--- src/rtl/mips_control_fsm.sv ---
// Multi-cycle MIPS control unit: IDLE -> DECODE -> EXEC -> MEM -> WB sequencing with
// per-state datapath strobes, done/illegal pulses and a retired-instruction counter.
module mips_control_fsm #(
  parameter int unsigned CNT_W = 16
) (
  input  logic             clk,
  input  logic             rst_n,
  input  logic [31:0]      Instr,
  input  logic             instr_valid,
  output logic             instr_ready,
  input  logic             zero,
  output logic [3:0]       AluAddress,
  output logic             ALUSrcB,
  output logic             RegDst,
  output logic             MemRead,
  output logic             MemWrite,
  output logic             MemToReg,
  output logic             RegWrite,
  output logic             PCWrite,
  output logic [1:0]       PCSrc,
  output logic             done,
  output logic             illegal,
  output logic [CNT_W-1:0] retired
);

  typedef enum logic [2:0] {StIdle, StDecode, StExec, StMem, StWb} state_e;
  typedef enum logic [3:0] {
    OpIll, OpAdd, OpSub, OpAnd, OpOr, OpSlt, OpLw, OpSw, OpAddi, OpBeq, OpJ
  } op_e;

  state_e           state_q, state_d;
  op_e              op_q, op_d, dec_op;
  logic [31:0]      instr_q, instr_d;
  logic [CNT_W-1:0] retired_q, retired_d;

  // Only opcode and funct drive control; register fields belong to the datapath.
  logic unused_instr_fields;
  assign unused_instr_fields = ^instr_q[25:6];

  function automatic op_e decode_op(input logic [5:0] opc, input logic [5:0] fn);
    op_e op;
    op = OpIll;
    case (opc)
      6'b000000: begin
        case (fn)
          6'b100000: op = OpAdd;
          6'b100010: op = OpSub;
          6'b100100: op = OpAnd;
          6'b100101: op = OpOr;
          6'b101010: op = OpSlt;
          default:   op = OpIll;
        endcase
      end
      6'b100011: op = OpLw;
      6'b101011: op = OpSw;
      6'b001000: op = OpAddi;
      6'b000100: op = OpBeq;
      6'b000010: op = OpJ;
      default:   op = OpIll;
    endcase
    return op;
  endfunction

  function automatic logic [3:0] alu_sel(input op_e op);
    logic [3:0] sel;
    case (op)
      OpAdd, OpLw, OpSw, OpAddi: sel = 4'b0001;
      OpSub:                     sel = 4'b0011;
      OpAnd:                     sel = 4'b0100;
      OpOr:                      sel = 4'b1000;
      OpSlt:                     sel = 4'b1100;
      OpBeq:                     sel = 4'b1011;
      OpJ:                       sel = 4'b1111;
      default:                   sel = 4'b0000;
    endcase
    return sel;
  endfunction

  assign dec_op = decode_op(instr_q[31:26], instr_q[5:0]);

  always_comb begin
    state_d   = state_q;
    op_d      = op_q;
    instr_d   = instr_q;
    retired_d = retired_q;
    case (state_q)
      StIdle: begin
        if (instr_valid) begin
          instr_d = Instr;
          state_d = StDecode;
        end
      end
      StDecode: begin
        op_d    = dec_op;
        state_d = (dec_op == OpIll) ? StIdle : StExec;
      end
      StExec: begin
        case (op_q)
          OpLw, OpSw:  state_d = StMem;
          OpBeq, OpJ:  state_d = StIdle;
          default:     state_d = StWb;
        endcase
      end
      StMem:   state_d = (op_q == OpLw) ? StWb : StIdle;
      StWb:    state_d = StIdle;
      default: state_d = StIdle;
    endcase
    if (done) retired_d = retired_q + 1'b1;
  end

  always_comb begin
    instr_ready = rst_n && (state_q == StIdle);
    AluAddress  = 4'b0000;
    ALUSrcB     = 1'b0;
    RegDst      = 1'b0;
    MemRead     = 1'b0;
    MemWrite    = 1'b0;
    MemToReg    = 1'b0;
    RegWrite    = 1'b0;
    PCWrite     = 1'b0;
    PCSrc       = 2'b00;
    done        = 1'b0;
    illegal     = 1'b0;
    case (state_q)
      StDecode: illegal = (dec_op == OpIll);
      StExec: begin
        AluAddress = alu_sel(op_q);
        ALUSrcB    = (op_q == OpLw) || (op_q == OpSw) || (op_q == OpAddi);
        if (op_q == OpBeq) begin
          PCWrite = zero;
          PCSrc   = 2'b01;
          done    = 1'b1;
        end else if (op_q == OpJ) begin
          PCWrite = 1'b1;
          PCSrc   = 2'b10;
          done    = 1'b1;
        end
      end
      StMem: begin
        // ALU still presents the effective address while memory is accessed.
        AluAddress = alu_sel(op_q);
        ALUSrcB    = 1'b1;
        MemRead    = (op_q == OpLw);
        MemWrite   = (op_q == OpSw);
        done       = (op_q == OpSw);
      end
      StWb: begin
        RegWrite = 1'b1;
        RegDst   = (op_q != OpLw) && (op_q != OpAddi);
        MemToReg = (op_q == OpLw);
        done     = 1'b1;
      end
      default: ;
    endcase
  end

  always_ff @(posedge clk or negedge rst_n) begin
    if (!rst_n) begin
      state_q   <= StIdle;
      op_q      <= OpIll;
      instr_q   <= '0;
      retired_q <= '0;
    end else begin
      state_q   <= state_d;
      op_q      <= op_d;
      instr_q   <= instr_d;
      retired_q <= retired_d;
    end
  end

  assign retired = retired_q;

endmodule

--- config.mk ---
export PLATFORM = sky130hd
export DESIGN_NAME = mips_control_fsm
export DESIGN_NICKNAME = d
export VERILOG_FILES = /design/src/rtl/mips_control_fsm.sv
export SDC_FILE = /design/constraint.sdc
export NUM_CORES = 1
export LEC_CHECK = 0
export ABC_AREA = 0
export CORE_MARGIN = 2
export CORE_UTILIZATION = 41
export CTS_CLUSTER_DIAMETER = 80
export CTS_CLUSTER_SIZE = 20
export DETAILED_ROUTE_END_ITERATION = 6
export PLACE_DENSITY = 0.84
export SLEW_MARGIN = 20
export SYNTH_ARGS = -nofsm -noshare
export SYNTH_HDL_FRONTEND = slang
export SYNTH_SLANG_ARGS = --single-unit
--- constraint.sdc ---
create_clock -name clk -period 2.1 [get_ports clk]
set_clock_uncertainty 0.2 [all_clocks]
set_input_delay 0.42 -clock clk [delete_from_list [all_inputs] [get_ports clk]]
set_output_delay 0.42 -clock clk [all_outputs]
set_load 0.02 [all_outputs]
; ---- After elaboration in Yosys (flattened, before gate mapping)
; Memory sizes are Yosys's and may differ from the RTL's.
; Cells that the tools add are included.
; Widths: inputs -> output; s select.
[totals]
regBits = 55
latchBits = 0
ram_bits = 0
romBits = 128
inputBits = 36
out_inout_bits = 32
wordCells = 62
mem_count = 2
[memory_table]
columns = memory, depth, width, read_ports, rd_clocked_by_memory_dff, wr, line_no
row1 = (no name shown), 16, 4, 1, 0, 0, 66  ; case (op)
row2 = (no name shown), 16, 4, 1, 0, 0, 66
[op_classes]
addsub = 1
n_mul = 0
n_div = 0
n_lt_le_gt_ge = 0
n_eq_ne = 22
shifts = 0
n_mux = 23
bitwise_logic = 0
reduce_logical = 10
[ops]
columns = cell, n
row1 = $eq 6x6->1 const B, 7
row2 = $pmux 4 s6, 1
row3 = $add 16x1->16 const B, 1
row4 = $pmux 3 s5, 1
row5 = $eq 4x4->1 const B, 3
row6 = $pmux 3 s4, 1
row7 = $mux 1, 10
row8 = $eq 4x3->1 const B, 2
row9 = $mux 2, 4
row10 = $pmux 4 s2, 1
row11 = $eq 3x2->1 const B, 2
row12 = $eq 6x2->1 const B, 1
row13 = $eq 6x3->1 const B, 1
row14 = $eq 6x4->1 const B, 1
row15 = $logic_not 6->1, 1
row16 = $mux 3, 2
row17 = $pmux 3 s2, 1
row18 = $logic_not 4->1, 1
row19 = $ne 4x3->1 const B, 1
row20 = $ne 4x4->1 const B, 1
row21 = $reduce_or 2->1, 2
row22 = $eq 3x1->1 const B, 1
row23 = $eq 3x3->1 const B, 1
row24 = $logic_not 3->1, 1
row25 = other kinds (6), 8

; ---- Logic depth before layout (Yosys ltp)
[depth]
depth_word = 6
depth_mapped = 8

; ---- Least setup slack after synthesis
; OpenSTA, ideal clock, no wires.
[synth_path]
kind = reg2out
start = register state_q[2]
end = output port illegal
arrival_ps = 1827
path_slack_ps = -347
path_stages_with_launch = 5
n_path_buf = 1
path_cell_list = dfrtp_1 > clkbuf_1 > or3b_1 > nor2_1 > nor4b_1
[synth_via]
elab_chain_cells = 2
[synth_rtl]
columns = element, line_no
row1 = from (decl), 31  ; state_e state_q, state_d;
row2 = from (signal assigned), 159  ; state_q <= StIdle;
row3 = from (signal assigned), 164  ; state_q <= state_d;
row4 = $eq 3x1->1, 124  ; case (state_q)
row5 = $mux 1, 124
row6 = to (decl), 22  ; output logic illegal,
; No other way between the ends.

; ---- Worst setup path in the final report
[layout_path]
start = register instr_q[27]
end = output port illegal
[layout_via]
elab_chain_cells = 4
elab_cells_between_ends = 9
classes_between = eq/ne (5) / mux (2) / reduce/logical (2)
[layout_rtl]
columns = element, line_no
row1 = from (decl), 33  ; logic [31:0] instr_q, instr_d;
row2 = from (signal assigned), 166  ; instr_q <= instr_d;
row3 = $eq 6x2->1 (tied with other cells), 43  ; case (opc)
row4 = $pmux 4 s6 (*), 43
row5 = $logic_not 4->1 (*), 125  ; StDecode: illegal = (dec_op == OpIll);
row6 = $mux 1 (*), 124
; Every way passes the cells marked *; elsewhere a longest branch is shown, timed or not.

==> impl_metrics.ini <==
[logic_synthesis]
ys_seq_area_share_pct = 43.6
synth-seq-cells = 35
synthFlopType = dfrtp_1
syn-num-nets = 237
synth_area_per_cell_um2 = 10.3
postSynthCellCount = 195
yosys_warnings = 0
synthDistinctLibCells = 44
synth_edf_count = 0
async_flop_share_pct = 100
synth_area_um2 = 2010

[sta]
finalHoldViolCount = 0
fin_ws_ns = -0.473
setup_violations = 8
maxSlewViolCount = 0
grt_setup_unrepaired = true
worst_pin_slew_ns = 0.451
period_share_pct = 123
period_needed_ns = 2.57
slew_headroom_pct = 69.9
clock.fmax_mhz = 389
setup_tns_ns = -1.58

[floorplanning]
num_rows = 25
start_util_pct = 42.5
die_w_um = 74.0
io-pin-count = 68
die_h_um = 74.0
core_um2 = 4720
dieArea_um2 = 5470

[critical_path]
startpoint_type = flop
crit_required_ns = 1.48
critPathCaptureType = output pin
crit_chain = nor4_4 -> nand4b_4 -> o41ai_4 -> nor2_1 -> nor4b_4 -> buf_4
critPathKind = flop to output pin
cp.arrival_ns = 1.95
slowest_delay_ns = 0.41
slowest_stage = dfrtp_1
crit_fanout = 3
reg2reg_depth = 7

[route]
drc = 0
wire_per_inst_um = 14.1
firstDrtPassIters = 4
num_vias = 1839
ant_nets = 0
vias_per_cell = 5.02
wirelength_mm = 5.16
drt_iter0_drc = 62

[final_layout]
syn_to_final_growth_pct = 62.2
drive_above_1_share_pct = 44.1
instances_no_fill = 366
nets = 342
final_common_cell = buf_4
antennaDiodeCount = 0
layout_common_cells = buf_4, dfrtp_1, clkdlybuf4s50_1
fillerInstances = 357

[cts]
max-clock-path-buffers = 2
cts_buffers = 5
clk_latency_ns = 0.29
cts_sinks = 35
cts_hold_buf = 0
clk_pin_slew_ns = 0.06
cts_tree = built
htree_levels = 2
root_buffer = clkbuf_8

[power]
vdd_drop_max_v = 0.000844
pwr-share-clk_pct = 11.5
switching_share_pct = 38.7
internal_power_mw = 2.35
sequentialPowerShare_pct = 28.0
power_leakage_nw = 1.47
p_sw_mw = 1.49
power_density_nw_per_um2 = 1180
power_frac_comb_pct = 60.5

[global_route]
overflow = 0
antenna_found_initial = 0
grt_pass1_vias = 1775
gr-usage-met2_pct = 33.7
grt_pass1_wl_mm = 8.18
busiest_layer = met2
grtUsageMet3_pct = 4.07
grtUsageMet1_pct = 24.5
grt_max_degree = 36
grt_use_total_pct = 19.5

[run_status]
outcome = complete, but fails checks
violations = setup timing

[hold_path]
whs_path_depth = 1
hold_path_class = flop to flop

[place]
place.gp.congestion = 0.875
place_hpwl_mm = 3.45
dp.cells = 346
port_buffers = 47

[flow_run]
maxCapViolCount = 0
[per-layer routing]
metal | share of wire (%) | vias up | routed length (µm)
met3 | 2.9 | 6 | 150
met4 | 1.4 | 0 | 73
met5 | 0 | - | 0
met2 | 54 | 34 | 2770
li1 | - | 904 | -
met1 | 42 | 895 | 2170
[cell usage after synthesis, drive strengths merged (3+ instances only)]
library cell	instances	share of area, %
dfrtp	35	44
o21ai	6	1.5
and3	7	2.2
mux2	12	6.7
nor2	16	3.0
nor3	3	0.75
mux2i	3	1.5
nor4b	3	1.6
nand4	13	4.7
nand3	9	2.5
nand2	13	2.4
inv	7	1.3
xnor2	15	6.5
ha	6	3.7
nor4	3	1.7
a21oi	6	1.5
nor2b	5	1.6
buf	8	2.6
[repair_timing]
action	in CTS	in global routing
gates resized for setup	104	33
pin swaps	12	16
endpoints found under the setup margin	16	15
setup buffers	8	6
[registers in the layout, summed over array words and instances (netlist names)]
name	count
op_q	4
retired	16
instr_q	12
state_q	3
[layout make-up]
type | count | area [µm²] | share of cell area, %
multi-input combinational | 144 | 1260 | 38.8
tap | 67 | 83.8 | 2.58
inverter | 7 | 26.3 | 0.807
clock inverter | 1 | 7.51 | 0.231
timing repair buffer | 107 | 928 | 28.5
clock buffer | 5 | 68.8 | 2.11
sequential | 35 | 877 | 27.0
[path summary, 6_finish.rpt]
kind                                  start           to  slack (ns)
worst max-delay path            instr_q[27]      illegal       -0.47
worst min-delay path             retired[6]   retired[6]        0.29
worst max register to register      op_q[0]   retired[1]        0.14
worst min register to register   retired[6]   retired[6]        0.29
max in group asynchronous             rst_n  instr_q[31]        1.00
min in group asynchronous             rst_n   instr_q[3]        0.37
[kinds of logic (layout without fill, tap and decap cells)]
logic type                 after synthesis  count (layout)  synth area share, %
DFF                                     35              35                 43.6
AOI/OAI and AO/OA                       23              23                 7.98
and+or+nand+nor                         83              83                 24.9
xor gates and xnor gates                17              17                 7.42
buffers and inverters                   16             120                 4.05
adders and majority gates                6               6                 3.74
muxes                                   15              15                 8.23
[power by group through the flow]
stage | clock network, mW | logic (mW) | registers, mW
floorplan | 0 | 0.935 | 1.10
finish | 0.440 | 2.32 | 1.08
detailed placement | 0 | 1.76 | 1.08
global placement | 0 | 1.72 | 1.06
global route | 0.492 | 2.51 | 1.11
CTS | 0.454 | 2.05 | 1.07
[per-stage QoR]
step	power, mW	setup WS, ns	cell area [µm²]	utilization, %	hold slack [ns]
after floorplan	2.04	0.0288	2020	-	-0.0756
after global placement	2.79	-0.516	2870	60.7	0.262
after detailed placement	2.84	-0.566	2870	60.7	0.284
after CTS	3.58	-0.537	3090	65.3	0.298
after global routing	4.11	-0.586	3250	68.9	0.310
final	3.84	-0.473	3250	68.9	0.292
[worst max-delay path, delay by kind of cell, from the launching register on]
family	cells	cell delay [ns]
and+or+nand+nor	4	0.76
DFF	1	0.41
AOI/OAI and AO/OA	1	0.33
buffers and inverters	1	0.17
Note: power is estimated with default switching activity, not from simulation.
